<file path="src/rtl/btb_pkg.sv">
// Shared types and helpers for the branch target buffer: counter
// encodings, the per-entry record and PC index/tag extraction.
package btb_pkg;

    localparam int ENTRIES_DEFAULT = 16;

    // 2-bit direction counter; bit 1 is the taken prediction.
    typedef enum logic [1:0] {
        CTR_SNT = 2'b00,
        CTR_WNT = 2'b01,
        CTR_WT  = 2'b10,
        CTR_ST  = 2'b11
    } ctr_e;

    // Tag is held at its widest possible size (30 bits, ENTRIES=1); upper
    // bits stay zero for larger tables and drop out in synthesis.
    typedef struct packed {
        logic        valid;
        logic [29:0] tag;
        logic [31:0] target;
        ctr_e        ctr;
    } btb_entry_t;

    // Word index into the table: pc[idx_w+1:2].
    function automatic logic [7:0] pc_index(input logic [31:0] pc, input int idx_w);
        return 8'((pc >> 2) & ((32'd1 << idx_w) - 32'd1));
    endfunction

    // Tag: everything above the index, zero-extended to 30 bits.
    function automatic logic [29:0] pc_tag(input logic [31:0] pc, input int idx_w);
        return 30'(pc >> (idx_w + 2));
    endfunction

endpackage

</file>
<file path="src/rtl/sat_counter2.sv">
// Combinational next-state of a 2-bit saturating direction counter.
module sat_counter2
    import btb_pkg::*;
(
    input  ctr_e ctr,
    input  logic taken,
    output ctr_e ctr_next
);

    // Step toward strong-taken on taken, toward strong-not-taken otherwise.
    always_comb begin
        ctr_next = ctr;
        case (ctr)
            CTR_SNT: ctr_next = taken ? CTR_WNT : CTR_SNT;
            CTR_WNT: ctr_next = taken ? CTR_WT  : CTR_SNT;
            CTR_WT:  ctr_next = taken ? CTR_ST  : CTR_WNT;
            CTR_ST:  ctr_next = taken ? CTR_ST  : CTR_WT;
            default: ctr_next = ctr;
        endcase
    end

endmodule

</file>
<file path="src/rtl/btb_predictor.sv">
// Direct-mapped branch target buffer with per-entry 2-bit direction
// counters. Lookup result is registered (one cycle latency) and reads the
// table contents as they were before any same-edge update or flush.
module btb_predictor
    import btb_pkg::*;
#(
    parameter int ENTRIES = ENTRIES_DEFAULT,
    parameter int IDX_W   = $clog2(ENTRIES)
) (
    input  logic        clk,
    input  logic        reset,
    input  logic        flush,
    input  logic        lookup_valid,
    input  logic [31:0] pc,
    input  logic        upd_valid,
    input  logic [31:0] upd_pc,
    input  logic [31:0] upd_target,
    input  logic        upd_taken,
    output logic        pred_valid,
    output logic        btb_found,
    output logic [31:0] btb_target,
    output logic        branch_prediction
);

    logic [IDX_W-1:0] lk_idx;
    logic [IDX_W-1:0] upd_idx;
    logic [29:0]      lk_tag;
    logic [29:0]      upd_tag;

    btb_entry_t entry_rd [ENTRIES];

    logic        lk_hit;
    logic [31:0] lk_target;
    ctr_e        lk_ctr;
    logic        upd_hit;
    ctr_e        upd_ctr;
    ctr_e        upd_ctr_next;

    logic        pred_valid_reg;
    logic        btb_found_reg;
    logic [31:0] btb_target_reg;
    logic        branch_prediction_reg;

    assign lk_idx  = IDX_W'(pc_index(pc, IDX_W));
    assign lk_tag  = pc_tag(pc, IDX_W);
    assign upd_idx = IDX_W'(pc_index(upd_pc, IDX_W));
    assign upd_tag = pc_tag(upd_pc, IDX_W);

    assign lk_hit    = entry_rd[lk_idx].valid && (entry_rd[lk_idx].tag == lk_tag);
    assign lk_target = entry_rd[lk_idx].target;
    assign lk_ctr    = entry_rd[lk_idx].ctr;

    assign upd_hit = entry_rd[upd_idx].valid && (entry_rd[upd_idx].tag == upd_tag);
    assign upd_ctr = entry_rd[upd_idx].ctr;

    // Only one entry is written per cycle, so one counter stepper suffices.
    sat_counter2 u_sat_counter2 (
        .ctr      (upd_ctr),
        .taken    (upd_taken),
        .ctr_next (upd_ctr_next)
    );

    genvar gi;
    generate
        for (gi = 0; gi < ENTRIES; gi++) begin : g_entry
            btb_entry_t entry_reg;
            logic       sel;

            assign sel = upd_valid && (upd_idx == IDX_W'(gi));

            // Entry state: reset > flush > update (train on hit, allocate on taken miss).
            always_ff @(posedge clk) begin
                if (!reset) begin
                    entry_reg.valid  <= 1'b0;
                    entry_reg.tag    <= '0;
                    entry_reg.target <= '0;
                    entry_reg.ctr    <= CTR_WNT;
                end else if (flush) begin
                    entry_reg.valid <= 1'b0;
                end else if (sel) begin
                    if (upd_hit) begin
                        entry_reg.ctr <= upd_ctr_next;
                        if (upd_taken) begin
                            entry_reg.target <= upd_target;
                        end
                    end else if (upd_taken) begin
                        entry_reg.valid  <= 1'b1;
                        entry_reg.tag    <= upd_tag;
                        entry_reg.target <= upd_target;
                        entry_reg.ctr    <= CTR_WT;
                    end
                end
            end

            assign entry_rd[gi] = entry_reg;
        end
    endgenerate

    // Registered lookup result; all outputs forced to zero when no lookup.
    always_ff @(posedge clk) begin
        if (!reset) begin
            pred_valid_reg        <= 1'b0;
            btb_found_reg         <= 1'b0;
            btb_target_reg        <= '0;
            branch_prediction_reg <= 1'b0;
        end else begin
            pred_valid_reg        <= lookup_valid;
            btb_found_reg         <= lookup_valid && lk_hit;
            btb_target_reg        <= (lookup_valid && lk_hit) ? lk_target : 32'h0;
            branch_prediction_reg <= lookup_valid && lk_hit && lk_ctr[1];
        end
    end

    assign pred_valid        = pred_valid_reg;
    assign btb_found         = btb_found_reg;
    assign btb_target        = btb_target_reg;
    assign branch_prediction = branch_prediction_reg;

endmodule

</file>
<file path="config.mk">
export PLATFORM = sky130hd
export DESIGN_NAME = btb_predictor
export DESIGN_NICKNAME = d
export VERILOG_FILES = /design/src/rtl/btb_pkg.sv /design/src/rtl/sat_counter2.sv /design/src/rtl/btb_predictor.sv
export SDC_FILE = /design/constraint.sdc
export NUM_CORES = 2
export LEC_CHECK = 0
export BUFFER_PORTS_ARGS = -buffer_cell sky130_fd_sc_hd__buf_2
export CORE_MARGIN = 1.5
export CORE_UTILIZATION = 45
export DETAILED_ROUTE_END_ITERATION = 8
export PLACE_DENSITY = 0.7
export SETUP_SLACK_MARGIN = 0.1
export SYNTH_ARGS = -nofsm -noshare
export SYNTH_HDL_FRONTEND = slang
export SYNTH_SLANG_ARGS = --single-unit
export TNS_END_PERCENT = 50
</file>
<file path="constraint.sdc">
create_clock -name clk -period 3.5 [get_ports clk]
set_input_delay 0 -clock clk [delete_from_list [all_inputs] [get_ports clk]]
set_output_delay 0 -clock clk [all_outputs]
set_load 0.01 [all_outputs]
</file>
* Word-level counts from Yosys, hierarchy flattened
Cells that the tools add are included.
** Word-level totals
- Output and inout port bits :: 35
- Input bits :: 102
- Register bits after elaboration :: 1011
** Cells by class
- Multiplexer cells :: 44
- Bitwise gates (word level) :: 5
- Equality and inequality tests :: 20
- $lt $le $gt $ge :: 2
- Reductions and logical operators :: 89
** Operators with widths (number)
- two-way mux 34 bit :: 32
- binary-select mux 65 bit (select 4 bit) :: 2
- two-way mux 65 bit :: 4
- AND reduction 3 bit :: 48
- AND reduction 4 bit :: 16
- == test 30 x 26 -> 1 bit :: 2
- == test 4 bit (second input constant) :: 8
- two-way mux 32 bit :: 1
- logical AND 1 bit :: 20
- == test 4 x 3 -> 1 bit (second input constant) :: 4
- >= comparator 5 bit (second input constant) :: 2
- inverter 4 -> 5 bit :: 2
- == test 4 x 2 -> 1 bit (second input constant) :: 2
- case mux 2 bit (4 select lines) :: 1
- == test 2 bit (second input constant) :: 2
- == test 4 x 1 -> 1 bit (second input constant) :: 1
- logical NOT 4 bit :: 1
- two-way mux 2 bit :: 2
- inverter 1 bit :: 3
- == test 2 x 1 -> 1 bit (second input constant) :: 1
- logical NOT 2 bit :: 1
- two-way mux 1 bit :: 2
- AND reduction 2 bit :: 1
- nonzero test 2 bit :: 1
- OR reduction 2 bit :: 1

* Longest topological paths before layout
- Depth after elaboration :: 8
- Mapped depth :: 17
- Mapped depth without buffers :: 9

* Cells and area by module
From an unflattened synthesis, not the netlist that was laid out.
** Second synthesis, totals
- Cell total of the unflattened synthesis :: 6316
- Area total of the unflattened synthesis :: 56077.5 µm²
** By module, submodules not included
- btb_predictor :: instances 1, area each 56051.3 µm², cells each 6313, sequential area each 20239.4 µm²
- sat_counter2 :: instances 1, area each 26.3 µm², cells each 3, sequential area each 0.0 µm²

* Worst setup path after synthesis
No wires, ideal clock.
- Path kind :: in2reg
- Start point :: input port pc[2]
- End point :: register btb_target_reg[22] (netlist: btb_target[22])
- Library setup time :: 0.060 ns
- Stages :: 10
- Setup slack :: 0.314 ns
- Arrival :: 3.126 ns
- Cell sequence :: clkbuf_1 -> buf_2 -> buf_1 -> mux4_2 -> mux4_2 -> xnor2_1 -> nand4_1 -> nor4_1 -> clkbuf_1 -> and3_1
** Between the ends
- Longest elaborated chain between the ends :: 8
** RTL lines
- start, declared :: RTL line btb_predictor.sv:14 : input logic [31:0] pc,
- inverter 4 -> 5 bit (not written as such) (*) :: RTL line btb_predictor.sv:49, btb_predictor.sv:50
- binary-select mux 65 bit (select 4 bit) (*) :: RTL line btb_predictor.sv:49, btb_predictor.sv:50
- two-way mux 65 bit (*) (2 in series)
- == test 30 x 26 -> 1 bit :: RTL line btb_predictor.sv:49 : assign lk_hit = entry_rd[lk_idx].valid && (entry_rd[lk_idx].tag == lk_tag);
- logical AND 1 bit :: RTL line btb_predictor.sv:49
- logical AND 1 bit :: RTL line btb_predictor.sv:109 : btb_target_reg <= (lookup_valid && lk_hit) ? lk_target : 32'h0;
- AND reduction 2 bit (no source line)
- end signal, assigned :: RTL line btb_predictor.sv:109
- end, declared :: RTL line btb_predictor.sv:41 : logic [31:0] btb_target_reg;
Every way passes the cells marked *; elsewhere a longest branch is shown, timed or not. The select of a mux whose other input is x is not followed.
A chain may end at the register's enable or synchronous reset.

* Worst setup path after layout
- Start point :: register g_entry[15].entry_reg (netlist bit entry_rd[47])
- End point :: register g_entry[14].entry_reg (netlist bit entry_rd[103])
** Between the ends
- Longest elaborated chain between the ends :: 7
** RTL lines
- start, declared :: RTL line btb_predictor.sv:66 : btb_entry_t entry_reg;
- binary-select mux 65 bit (select 4 bit) :: RTL line btb_predictor.sv:53 : assign upd_hit = entry_rd[upd_idx].valid && (entry_rd[upd_idx].tag == upd_tag);
- two-way mux 65 bit (2 in series)
- == test 30 x 26 -> 1 bit :: RTL line btb_predictor.sv:53
- logical AND 1 bit :: RTL line btb_predictor.sv:53
- inverter 1 bit (no source line)
- AND reduction 4 bit (no source line)
- end, declared :: RTL line btb_predictor.sv:66
No other way between the ends. The select of a mux whose other input is x is not followed.

==> flow_summary_export.csv <==
group,metric,value,unit
floorplanning,initial_core_util,45.6,%
yosys,ys.flop_type,"dfxtp_1",
clock_network,ctsHtreeMaxLevel,3,
routing,viasPerCell,5.97,
yosys,syn_inst,4866,
floorplanning,io_pins,137,
worst_setup_path,slowest_delay,530,ps
timing,worst_slew_pin_slew,891,ps
floorplanning,die_w,328,um
routing,ant_nets,0,
grt,grtUsageTotal,27.2,%
timing,rsz0062_at_grt,"yes",
place,placed_cells,6133,
worst_setup_path,path_cells,"mux4_2, buf_4, a32o_1, o21ai_0, a31oi_1, nor4_4, buf_4, and4_4, buf_12, nor2_4, buf_12, mux2i_1",
yosys,avgSynthCellArea,9.75,um2
timing,report.final.slew_viol_count,0,
worst_setup_path,critPathMaxFanout,15,
routing,met1Wirelength,59200,um
routing,dr.pass1.iters,6,
pwr,pwr-share-comb,6.4,%
grt,grt_pass1_vias,37000,
place,place.gp.congestion,0.939,
final_layout,area_growth,16.7,%
timing,hold_viol,0,
yosys,ys_types,66,
grt,antenna_found_initial,7,
floorplanning,die_area,107000,um2
timing,fin_hold_ws,31.2,ps
yosys,yosys_register_bits,1011,
final_layout,nFillCells,8842,
worst_hold_path,min_path_type,"in -> reg",
run_status,status,"completed",
pwr,power_leakage,19.2,nW
worst_setup_path,cp-start-kind,"flop",
routing,drt_wl_total,151000,um
clock_network,cts_tree,"built",
pwr,vdd_drop_max,0.000455,V
yosys,syn-num-nets,4968,
yosys,synth-seq-area-share,42.7,%
job,maxCapViolations,0,
pwr,power_frac_clock,47.5,%
final_layout,layout_common_cells,"1519 x nand2_1, 1002 x dfxtp_1, 528 x a21oi_1",
timing,fmaxAchievable,0.288,GHz
yosys,yosysWarnings,0,
routing,top_layer,"met5",
clock_network,cts_root_buf,"clkbuf_16",
clock_network,clockBufferDepth,3,
worst_setup_path,critPathKind,"reg -> reg",
worst_setup_path,cp_slowest_cell,"mux4_2",
floorplanning,num_rows,118,
worst_setup_path,critPathBufInv,4,
worst_setup_path,crit_path_end_kind,"flop",
clock_network,clkSinkCount,1011,
worst_setup_path,cp.arrival,4020,ps
final_layout,utilization,53.2,%
final_layout,final_common_cell,"nand2_1",
worst_setup_path,critPathTopFamily,"compound AO/OA/AOI/OAI gates",
timing,min_period,3470,ps
timing,finClkSkew,45.9,ps
routing,met2_length,70300,um
final_layout,fin_cells,6399,
grt,grt_pass1_wl,226000,um
routing,met3_wirelength,14400,um
place,port_buffers,132,
clock_network,clk_pin_slew_worst_paths,60,ps
yosys,syn_area,47400,um2
clock_network,cts_made_buffers,105,
pwr,p_int,19.0,mW
routing,drt_iter0_drc,4704,
grt,grt-ovfl-total,0,
final_layout,seq_area,20300,um2
final_layout,multi_input_area,25400,um2
worst_setup_path,required,4050,ps
final_layout,fin_nets,5027,
final_layout,layout-drive-gt1-share,20.7,%
clock_network,insertion_delay,730,ps
grt,grt_max_degree,151,
yosys,synth_edf_count,0,
floorplanning,die_height,328,um
timing,setup_viol,0,
routing,wl_per_cell,23.5,um
final_layout,largest_reg_flops,976,
routing,drc,0,
timing,slew_headroom,40.6,%
floorplanning,core-area,104000,um2
pwr,p_sw,6.15,mW
yosys,synthArstFlopShare,0,%
pwr,power_density,454,nW/um2
pwr,p_seq_share,46.1,%
routing,vias,38200,
timing,fin_crit_sh,99.2,%
place,hpwl,90400,um
pwr,netSwitchingFraction,24.5,%
==> logic make-up (layout without fill, tap and decap cells) <==
kind of cell / Yosys count / after routing / synth area share [%]
simple gates: 1737 / 1737 / 14.6
xor+xnor: 54 / 54 / 0.997
fa+ha+maj: 2 / 2 / 0.0422
flops: 1011 / 1011 / 42.7
other cells: 0 / 3 / 0
compound gates: 663 / 663 / 7.81
buf+inv: 494 / 644 / 4.58
mux: 905 / 905 / 29.3
==> area by class of cell <==
cell class                 instances  share of cell area (%)
tap                             1380                    3.12
sequential                      1011                    36.6
clock buffer                     141                    5.39
clock inverter                    57                    1.31
multi-input combinational       3361                    45.8
inverter                          28                   0.203
timing repair buffer             418                    7.57
antenna                            3                  0.0136
==> stage by stage <==
| step | cell area [um2] | TNS, ps | power [mW] | setup WS (ps) |
|---|---|---|---|---|
| floorplan | 47400 | 0 | 12.8 | 314 |
| global placement | 50800 | -32040 | 13.4 | -148 |
| detailed placement | 50800 | -57460 | 13.4 | -220 |
| CTS | 55000 | 0 | 25.2 | 33.2 |
| global route | 55300 | 0 | 25.8 | 3.85 |
| finish | 55300 | 0 | 25.1 | 26.9 |
==> timing repair <==
| action | 4_1_cts | 5_1_grt |
|---|---|---|
| pin swaps | 8 | 18 |
| gates resized for setup | 14 | 28 |
| setup endpoints to repair | 432 | 425 |
| setup buffers | 7 | 8 |
| hold buffers | 44 | 0 |
| cloned | 0 | 6 |
| hold endpoints to repair | 660 | 0 |
==> worst min-delay path, stage by stage <==
cell	delay, ps
buf_2	150
nand2_1	420
mux2i_1	130
==> cell usage after synthesis (all sizes together) (14+ instances only) <==
cell type | instances | area, um2
mux2 | 14 | 158
a21oi | 532 | 2660
dfxtp | 1011 | 20200
inv | 27 | 101
mux4 | 387 | 8720
buf | 100 | 692
clkbuf | 366 | 1370
nor3 | 25 | 125
nand2 | 1534 | 5760
and3 | 38 | 238
nor2 | 60 | 310
xor2 | 14 | 123
xnor2 | 40 | 350
mux2i | 504 | 5040
nand3 | 24 | 120
nand4 | 18 | 113
a22oi | 17 | 128
o21a | 16 | 120
==> worst paths after layout <==
check / from / end / slack (ps) / cells past startpoint
setup / recovery: entry_rd[47] / entry_rd[103] / 30 / 12
hold / removal: upd_pc[12] / entry_rd[950] / 30 / 3
setup reg to reg: entry_rd[47] / entry_rd[103] / 30 / 12
hold reg to reg: entry_rd[28] / entry_rd[28] / 450 / 2
==> power by group through the flow <==
| stage | registers [mW] | logic, mW | clock network [mW] |
|---|---|---|---|
| after floorplan | 11.8 | 0.988 | 0 |
| after global placement | 11.8 | 1.52 | 0 |
| after detailed placement | 11.8 | 1.53 | 0 |
| after CTS | 11.6 | 1.58 | 12.0 |
| after global routing | 11.6 | 1.69 | 12.5 |
| final | 11.6 | 1.62 | 11.9 |
==> layer usage <==
| layer | up-vias | global-route usage [%] |
|---|---|---|
| li1 | 17100 | - |
| met2 | 1950 | 43.8 |
| met3 | 416 | 5.04 |
| met4 | 10 | 11.5 |
| met1 | 18800 | 36.0 |
| met5 | - | 0 |
(Power assumes the default switching activity.)
